<file path="src/rtl/box_master_mo_pkg.sv">
// Shared types and constants for the box_master_mo AXI write master.
// DW and MAX_BEATS size the slot payload; the slot type and the W datapath both
// derive from them, so they live here rather than as per-instance parameters.
package box_master_mo_pkg;

  localparam int unsigned DW        = 32;
  localparam int unsigned MAX_BEATS = 16;
  localparam int unsigned STRB_W    = DW / 8;
  localparam int unsigned BEAT_W    = $clog2(MAX_BEATS);
  localparam int unsigned ID_W      = 4;
  localparam int unsigned ADDR_W    = 32;
  localparam int unsigned USER_W    = 4;
  localparam int unsigned OTHER_W   = 8;

  localparam logic [1:0] AXI_OKAY = 2'b00;

  typedef enum logic [1:0] {
    BurstFixed = 2'b00,
    BurstIncr  = 2'b01,
    BurstWrap  = 2'b10
  } axi_burst_e;

  // One write burst: AW fields plus the full beat payload and strobes.
  typedef struct packed {
    logic [ID_W-1:0]             awid;
    logic [ADDR_W-1:0]           awaddr;
    logic [7:0]                  awlen;
    logic [2:0]                  awsize;
    axi_burst_e                  awburst;
    logic [USER_W-1:0]           awuser;
    logic [OTHER_W-1:0]          other;
    logic [MAX_BEATS*DW-1:0]     data;
    logic [MAX_BEATS*STRB_W-1:0] strb;
  } wr_slot_t;

endpackage

</file>
<file path="src/rtl/box_master_mo_slot_queue.sv">
// Slot queue for box_master_mo: DEPTH-entry register array, one write port and
// two read ports (AW and W pointers). Owns the head/tail pointers and the count.
// Ports:
//   clk, rst          clock, asynchronous active-high reset
//   wr_en, wr_slot    write the slot at the tail
//   aw_ptr, w_ptr     read pointers owned by the AW and W engines
//   aw_slot, w_slot   entries addressed by aw_ptr / w_ptr
//   tail              registered tail pointer (entries below it are valid)
//   count             registered occupancy
module box_master_mo_slot_queue
  import box_master_mo_pkg::*;
#(
  parameter int unsigned DEPTH = 4,
  localparam int unsigned PTR_W = $clog2(DEPTH) + 1,
  localparam int unsigned CNT_W = $clog2(DEPTH + 1)
) (
  input  logic             clk,
  input  logic             rst,
  input  logic             wr_en,
  input  wr_slot_t         wr_slot,
  input  logic [PTR_W-1:0] aw_ptr,
  input  logic [PTR_W-1:0] w_ptr,
  output wr_slot_t         aw_slot,
  output wr_slot_t         w_slot,
  output logic [PTR_W-1:0] tail,
  output logic [CNT_W-1:0] count
);

  logic [PTR_W-1:0] head_q, head_d, tail_q, tail_d;
  logic [CNT_W-1:0] count_q, count_d;
  logic             retire;
  wr_slot_t         mem_q [DEPTH];

  // Both engines advance in order, so the head is free once each has moved past it.
  assign retire = (aw_ptr != head_q) && (w_ptr != head_q);

  always_comb begin
    head_d  = head_q + PTR_W'(retire);
    tail_d  = tail_q + PTR_W'(wr_en);
    count_d = count_q + CNT_W'(wr_en) - CNT_W'(retire);
  end

  always_ff @(posedge clk or posedge rst) begin
    if (rst) begin
      head_q  <= '0;
      tail_q  <= '0;
      count_q <= '0;
    end else begin
      head_q  <= head_d;
      tail_q  <= tail_d;
      count_q <= count_d;
    end
  end

  // Payload storage is not reset; resetting the pointers discards the contents.
  always_ff @(posedge clk) begin
    if (wr_en) begin
      mem_q[tail_q[PTR_W-2:0]] <= wr_slot;
    end
  end

  assign aw_slot = mem_q[aw_ptr[PTR_W-2:0]];
  assign w_slot  = mem_q[w_ptr[PTR_W-2:0]];
  assign tail    = tail_q;
  assign count   = count_q;

endmodule

</file>
<file path="src/rtl/box_master_mo.sv">
// AXI write master fed by a slot queue. AW and W walk the queue with independent
// in-order pointers; up to MAX_OUT bursts may await a B response.
// Ports:
//   clk, rst                 clock, asynchronous active-high reset
//   tran_valid/tran_ready    slot offer / accept; in_slot is the offered burst
//   awvalid/awready, aw*     AW channel; other carries extra sideband bits
//   wvalid/wready, w*        W channel; wid is the ID of the slot being written
//   bvalid/bready, bid/bresp B channel
//   resp_err, err_id         pulse on a non-OKAY response, last failing bid
//   busy                     queue non-empty or bursts outstanding
module box_master_mo
  import box_master_mo_pkg::*;
#(
  parameter int unsigned DEPTH      = 4,
  parameter int unsigned MAX_OUT    = 4,
  parameter int unsigned W_AFTER_AW = 0
) (
  input  logic               clk,
  input  logic               rst,
  input  logic               tran_valid,
  input  wr_slot_t           in_slot,
  output logic               tran_ready,
  output logic               awvalid,
  input  logic               awready,
  output logic [ID_W-1:0]    awid,
  output logic [ADDR_W-1:0]  awaddr,
  output logic [7:0]         awlen,
  output logic [2:0]         awsize,
  output logic [1:0]         awburst,
  output logic [USER_W-1:0]  awuser,
  output logic [OTHER_W-1:0] other,
  output logic               wvalid,
  input  logic               wready,
  output logic [ID_W-1:0]    wid,
  output logic [DW-1:0]      wdata,
  output logic [STRB_W-1:0]  wstrb,
  output logic               wlast,
  input  logic               bvalid,
  input  logic [ID_W-1:0]    bid,
  input  logic [1:0]         bresp,
  output logic               bready,
  output logic               resp_err,
  output logic [ID_W-1:0]    err_id,
  output logic               busy
);

  localparam int unsigned PTR_W = $clog2(DEPTH) + 1;
  localparam int unsigned CNT_W = $clog2(DEPTH + 1);
  localparam int unsigned OUT_W = $clog2(MAX_OUT + 1);

  logic [PTR_W-1:0]  aw_ptr_q, aw_ptr_d, w_ptr_q, w_ptr_d, tail;
  logic [BEAT_W-1:0] beat_q, beat_d;
  logic [OUT_W-1:0]  out_q, out_d;
  logic [CNT_W-1:0]  count;
  logic              awvalid_q, awvalid_d;
  logic              resp_err_q;
  logic [ID_W-1:0]   err_id_q;
  logic              wr_en, aw_hs, w_hs, b_acc;
  wr_slot_t          aw_slot, w_slot;

  box_master_mo_slot_queue #(
    .DEPTH(DEPTH)
  ) u_slot_queue (
    .clk     (clk),
    .rst     (rst),
    .wr_en   (wr_en),
    .wr_slot (in_slot),
    .aw_ptr  (aw_ptr_q),
    .w_ptr   (w_ptr_q),
    .aw_slot (aw_slot),
    .w_slot  (w_slot),
    .tail    (tail),
    .count   (count)
  );

  // Registered count only: a same-cycle retire never opens a full queue.
  assign tran_ready = !rst && (count < CNT_W'(DEPTH));
  assign wr_en      = tran_valid && tran_ready;

  assign aw_hs  = awvalid_q && awready;
  assign wvalid = (w_ptr_q != tail) && ((W_AFTER_AW == 0) || (aw_ptr_q != w_ptr_q));
  assign w_hs   = wvalid && wready;
  assign wlast  = (8'(beat_q) == w_slot.awlen);
  // A response with nothing outstanding is dropped entirely.
  assign bready = 1'b1;
  assign b_acc  = bvalid && bready && (out_q != '0);

  always_comb begin
    aw_ptr_d = aw_ptr_q + PTR_W'(aw_hs);
    w_ptr_d  = w_ptr_q;
    beat_d   = beat_q;
    if (w_hs) begin
      if (wlast) begin
        beat_d  = '0;
        w_ptr_d = w_ptr_q + PTR_W'(1);
      end else begin
        beat_d = beat_q + BEAT_W'(1);
      end
    end
    out_d = out_q + OUT_W'(aw_hs) - OUT_W'(b_acc);
    // Look at next-state pointers/counters so AW can issue back to back and
    // right after acceptance. aw_ptr never passes tail, so != means "valid".
    awvalid_d = ((aw_ptr_d != tail) || wr_en) && (out_d < OUT_W'(MAX_OUT));
  end

  always_ff @(posedge clk or posedge rst) begin
    if (rst) begin
      aw_ptr_q   <= '0;
      w_ptr_q    <= '0;
      beat_q     <= '0;
      out_q      <= '0;
      awvalid_q  <= 1'b0;
      resp_err_q <= 1'b0;
      err_id_q   <= '0;
    end else begin
      aw_ptr_q   <= aw_ptr_d;
      w_ptr_q    <= w_ptr_d;
      beat_q     <= beat_d;
      out_q      <= out_d;
      awvalid_q  <= awvalid_d;
      resp_err_q <= b_acc && (bresp != AXI_OKAY);
      if (b_acc && (bresp != AXI_OKAY)) begin
        err_id_q <= bid;
      end
    end
  end

  assign awvalid = awvalid_q;
  assign awid    = aw_slot.awid;
  assign awaddr  = aw_slot.awaddr;
  assign awlen   = aw_slot.awlen;
  assign awsize  = aw_slot.awsize;
  assign awburst = aw_slot.awburst;
  assign awuser  = aw_slot.awuser;
  assign other   = aw_slot.other;

  assign wid   = w_slot.awid;
  assign wdata = w_slot.data[int'(beat_q)*DW +: DW];
  assign wstrb = w_slot.strb[int'(beat_q)*STRB_W +: STRB_W];

  assign resp_err = resp_err_q;
  assign err_id   = err_id_q;
  assign busy     = (count != '0) || (out_q != '0);

  // Each read port only needs part of the slot.
  logic unused_slot_bits;
  assign unused_slot_bits = ^{aw_slot.data, aw_slot.strb, w_slot.awaddr, w_slot.awsize,
                              w_slot.awburst, w_slot.awuser, w_slot.other};

  tran_awlen_legal: assert property (@(posedge clk) disable iff (rst)
      tran_valid |-> (32'(in_slot.awlen) < MAX_BEATS))
    else $error("box_master_mo: offered slot awlen %0d exceeds MAX_BEATS", in_slot.awlen);

endmodule

</file>
<file path="config.mk">
export PLATFORM = sky130hd
export DESIGN_NAME = box_master_mo
export DESIGN_NICKNAME = d
export VERILOG_FILES = /design/src/rtl/box_master_mo_pkg.sv /design/src/rtl/box_master_mo_slot_queue.sv /design/src/rtl/box_master_mo.sv
export SDC_FILE = /design/constraint.sdc
export NUM_CORES = 2
export LEC_CHECK = 0
export CELL_PAD_IN_SITES_DETAIL_PLACEMENT = 0
export CELL_PAD_IN_SITES_GLOBAL_PLACEMENT = 1
export CORE_MARGIN = 2
export CORE_UTILIZATION = 29
export DETAILED_ROUTE_END_ITERATION = 16
export PLACE_DENSITY_LB_ADDON = 0.3
export SETUP_SLACK_MARGIN = 0.02
export SYNTH_ARGS = -nofsm -noshare
export SYNTH_HDL_FRONTEND = slang
export SYNTH_SLANG_ARGS = --single-unit
</file>
<file path="constraint.sdc">
create_clock -name clk -period 96.7 [get_ports clk]
set_input_delay 14.505 -clock clk [delete_from_list [all_inputs] [get_ports clk]]
set_output_delay 14.505 -clock clk [all_outputs]
set_load 0.01 [all_outputs]
</file>
### Word level (Yosys, flattened, before mapping)

Memories as Yosys holds them, arrays and structs flattened.
Index checks and enable logic that the tools add are counted.

* register bits: 28
* memory bits (writable): 2548
* input bits: 649
* output and inout bits: 112
* word-level logic and storage cells: 47
* memories: 1

Memories
* u_slot_queue.mem_q: depth 4, bits a word 637, rd ports 2, clocked after Yosys merged registers in 0, write ports 1, RTL line box_master_mo_slot_queue.sv:32 `wr_slot_t mem_q [DEPTH];`

* add/subtract/negate cells: 9
* magnitude comparators: 2
* equality and inequality tests: 5
* shifts and indexed selects: 2
* multiplexer cells: 3
* reduce and logical (&&, ||, !) cells: 15

Operator list (number)
* indexed part select 512 x 10 -> 32 bit: 1
* indexed part select 64 x 7 -> 4 bit: 1
* adder 3 x 1 -> 3 bit: 5
* != test 3 bit: 4
* == test 4 x 8 -> 1 bit: 1
* logical AND 1 bit: 8
* < comparator 3 bit (second input constant): 2
* nonzero test 3 bit: 2
* subtractor 3 x 1 -> 3 bit: 2
* adder 4 x 1 -> 4 bit (second input constant): 1
* 2-to-1 mux 4 bit: 1
* adder 3 x 1 -> 3 bit (second input constant): 1
* logical OR 1 bit: 2
* 2-to-1 mux 1 bit: 2
* AND reduction 2 bit: 1
* nonzero test 2 bit: 1
* logical NOT 1 bit: 1

### Depth between registers and ports, before layout

* depth in word-level cells: 5
* gate-level depth with buffers: 13
* depth with buffers taken out: 10

### Modules after synthesis

A second synthesis with hierarchy kept.

* cells, all modules: 4562
* area total of the unflattened synthesis: 115196.7 um^2

By module, submodules not included
* box_master_mo_slot_queue: instances 1, cells an instance 4143, area each 109704.0 um^2, seq. area each 76738.6 um^2
* box_master_mo: instances 1, cells an instance 419, area each 5492.8 um^2, seq. area each 475.5 um^2

### Worst setup path before layout

Ideal clock, no wire load.

* path kind: input to register
* start point: input rst
* end point: memory u_slot_queue.mem_q[1][0] (netlist bit), enable pin
* library setup time: 2.551 ns
* arrival time: 60.897 ns
* required time: 94.149 ns
* setup slack: 33.252 ns
* stages on the path: 3
* path buffers: 0
* path through: nor2_1 > nand2_1 > nor3b_1

* word-level cells in the longest chain between the ends: 5

RTL lines
* start, declared: RTL line box_master_mo.sv:19 `input logic rst,`
* logical NOT 1 bit (no source line)
* logical AND 1 bit: RTL line box_master_mo.sv:77 `assign tran_ready = !rst && (count < CNT_W'(DEPTH));`
* logical AND 1 bit: RTL line box_master_mo.sv:78 `assign wr_en = tran_valid && tran_ready;`
* 2-to-1 mux 1 bit: RTL line box_master_mo_slot_queue.sv:57 `if (wr_en) begin`
* 2-to-1 mux 1 bit (not written as such): RTL line box_master_mo_slot_queue.sv:58 `mem_q[tail_q[PTR_W-2:0]] <= wr_slot;`
* end, declared: RTL line box_master_mo_slot_queue.sv:32

Every way passes these cells.

### Final worst setup path

* start point: input rst
* end point: output tran_ready

* word-level cells in the longest chain between the ends: 2

RTL lines
* logical NOT 1 bit (no source line)
* logical AND 1 bit: RTL line box_master_mo.sv:77
* end, declared: RTL line box_master_mo.sv:22 `output logic tran_ready,`

Every way passes these cells.

==> results.cfg <==
[outcome]
status = completed

[floorplan]
start_util_pct = 29.1
dieArea_um2 = 343000
chipHeight_um = 586
fp.coreArea_um2 = 337000
die_x_um = 586
row_count = 213
ioPinCount = 761

[global_routing]
grt_usage_pct = 16.2
first_global_vias = 49000
grt_overflow = 0
grt_pass1_wl_mm = 388
antenna_found_initial = 224
grt_max_degree = 131

[cts]
ctsLongestPathBuffers = 4
post-cts-setup-buffers = 0
cts_root_buffer = clkbuf_16
cts_resized = 0
cts.sinks = 2576
path_clk_slew_ns = 0.06
cts_tree = done
hold_buffers = 0
clk_latency_ns = 0.90
htree_levels = 5
numCtsBuffers = 295

[sta]
fin_crit_ns = 30.19
max_freq_mhz = 33.1
slew_viol_final = 0
rsz0062_at_grt = false
finClkSkew_ns = 0.0430
tightest_slew_ns = 1.17
tns_ns = 0
period_share_pct = 31.2
setup_viol = 0
slew_headroom_pct = 21.9
hold_viol = 0

[worst_setup_path]
cp.arrival_ns = 15.68
worstPathRequired_ns = 82.19
path_class = in2out
worstPathMaxFanout = 2
start_kind = primary input
end_kind = output pin

[detailed_routing]
drt-initial-drc-count = 3651
ant_nets = 0
vias = 47100
wirelength_mm = 284
via_per_inst = 4.75
wl_per_cell_um = 28.7
drc = 0
first_pass_iters = 5

[min_path]
hold_class = reg2reg

[pwr]
p_int_mw = 2.22
peakVddDrop_v = 0.0000183
sw_frac_of_total_pct = 29.3
comb_power_share_pct = 22.8
leakage_nw = 36.3
p_clk_share_pct = 34.0
total_power_mw = 3.13
power_frac_seq_pct = 43.2
p_switching_mw = 0.918
powerDensity_nw_per_um2 = 26.0

[synthesis]
synth_common_cells = edfxtp_1, mux4_2, mux2i_1, buf_2, clkbuf_1
synthTopCellsByArea = edfxtp_1, mux4_2, mux2i_1
post-synth-top-count-cell = edfxtp_1
yosysWarnings = 0
syn_avg_cell_area_um2 = 23.4
synth.distinct_cells = 61
synthArstFlopShare_pct = 1.09
synthCells = 4188
ys_seq_area_share_pct = 78.6
netlist.area_leader.share_pct = 77.9
synth_fp_nets = 4849
ys_seq_elements = 2576
yosysTopAreaCell = edfxtp_1
synth-main-ff-cell = edfxtp_1
synth_edf_count = 2548
synth_area_um2 = 98200

[place]
gp_congestion = 0.723
dpl.hpwl_mm = 182
io_buffers = 759

[cells_and_area]
fin_nets = 5781
final_layout_size_suffix_gt1_share_pct = 21.8
syn_to_final_growth_pct = 22.8
utilization_pct = 35.8

[run]
drv_cap = 0
==> final cells by class <==
cell class | instances | area [µm²]
repair buffers | 864 | 8490
clock buffers | 362 | 7720
flip-flops and latches | 2576 | 77200
fillers | 31200 | 216000
multi-input cells | 1373 | 19800
well taps | 4515 | 5650
diodes | 44 | 110
clock inverters | 161 | 1470
inverters | 10 | 40.0
==> through the flow <==
step | area [µm²] | cells | worst slack (ns) | hold WS [ns]
2_1_floorplan | 98200 | 4188 | 33.25 | 0.458
3_3_place_gp | 111000 | 9338 | 66.44 | 0.483
3_5_place_dp | 111000 | 9338 | 66.49 | 0.489
4_1_cts | 120000 | 9861 | 66.49 | 0.502
5_1_grt | 120000 | 9869 | 66.47 | 0.523
6_report | 121000 | 9905 | 66.51 | 0.499
==> kinds of logic (layout without fill, tap and decap cells) <==
group | count (synthesis) | count (layout) | share of synthesized area, %
simple gates | 141 | 141 | 0.702
xor+xnor | 24 | 24 | 0.214
mux | 878 | 878 | 16.7
fa+ha+maj | 12 | 12 | 0.168
other cells | 1 | 45 | 0.00382
buf+inv | 239 | 1397 | 1.34
flops | 2576 | 2576 | 78.6
compound gates | 317 | 317 | 2.23
==> state kept, by name, indices dropped and copies added, names as in the netlist <==
register and count:
u_slot_queue.head_q 3, resp_err 1, beat_q 4, u_slot_queue.mem_q 2548
w_ptr_q 3, out_q 3, awvalid 1, err_id 4
aw_ptr_q 3, u_slot_queue.tail 3, u_slot_queue.count 3
==> per-layer routing <==
layer	up-vias	track usage, %	wire [µm]
met3	614	5.66	25000
met4	190	4.41	7650
li1	20000	-	-
met5	-	0	1180
met1	24800	20.1	113000
met2	1495	26.7	137000
==> power groups by stage <==
stage	combinational [mW]	sequential [mW]	clock, mW
detailed placement	0.750	1.38	0
CTS	0.752	1.36	1.10
global route	0.768	1.36	1.14
finish	0.716	1.35	1.06
global placement	0.750	1.38	0
floorplan	0.376	1.48	0
==> placed cells by master (no fill, tap or decap), drive strengths merged, types with 13 or more instances in the layout <==
cell,n
diode,44
dfrtp,28
edfxtp,2548
a22oi,13
o21ai,66
a2111oi,31
inv,29
mux4,606
mux2,14
bufinv,15
clkdlybuf4s50,759
nand2,25
buf,105
nor3,17
mux2i,258
xnor2,16
nor2,51
a21oi,40
clkbuf,362
a211oi,22
clkinv,115
o22ai,56
o221ai,43
==> critical path: stages <==
cell and delay (ns):
clkdlybuf4s50_1 0.44, nor2_1 0.17, clkdlybuf4s50_1 0.56
==> final timing paths <==
kind / start / end / slack [ns] / cells after the start
hold reg to reg: u_slot_queue.head_q[2] / u_slot_queue.head_q[2] / 0.50 / 1
hold / removal: u_slot_queue.head_q[2] / u_slot_queue.head_q[2] / 0.50 / 1
max in group asynchronous: rst / beat_q[1] / 82.22 / 3
setup / recovery: rst / tran_ready / 66.51 / 3
setup reg to reg: u_slot_queue.count[2] / u_slot_queue.mem_q[1][424] / 91.59 / 7
min in group asynchronous: rst / u_slot_queue.count[2] / 14.09 / 3
Power figures use the tool's default switching activity.
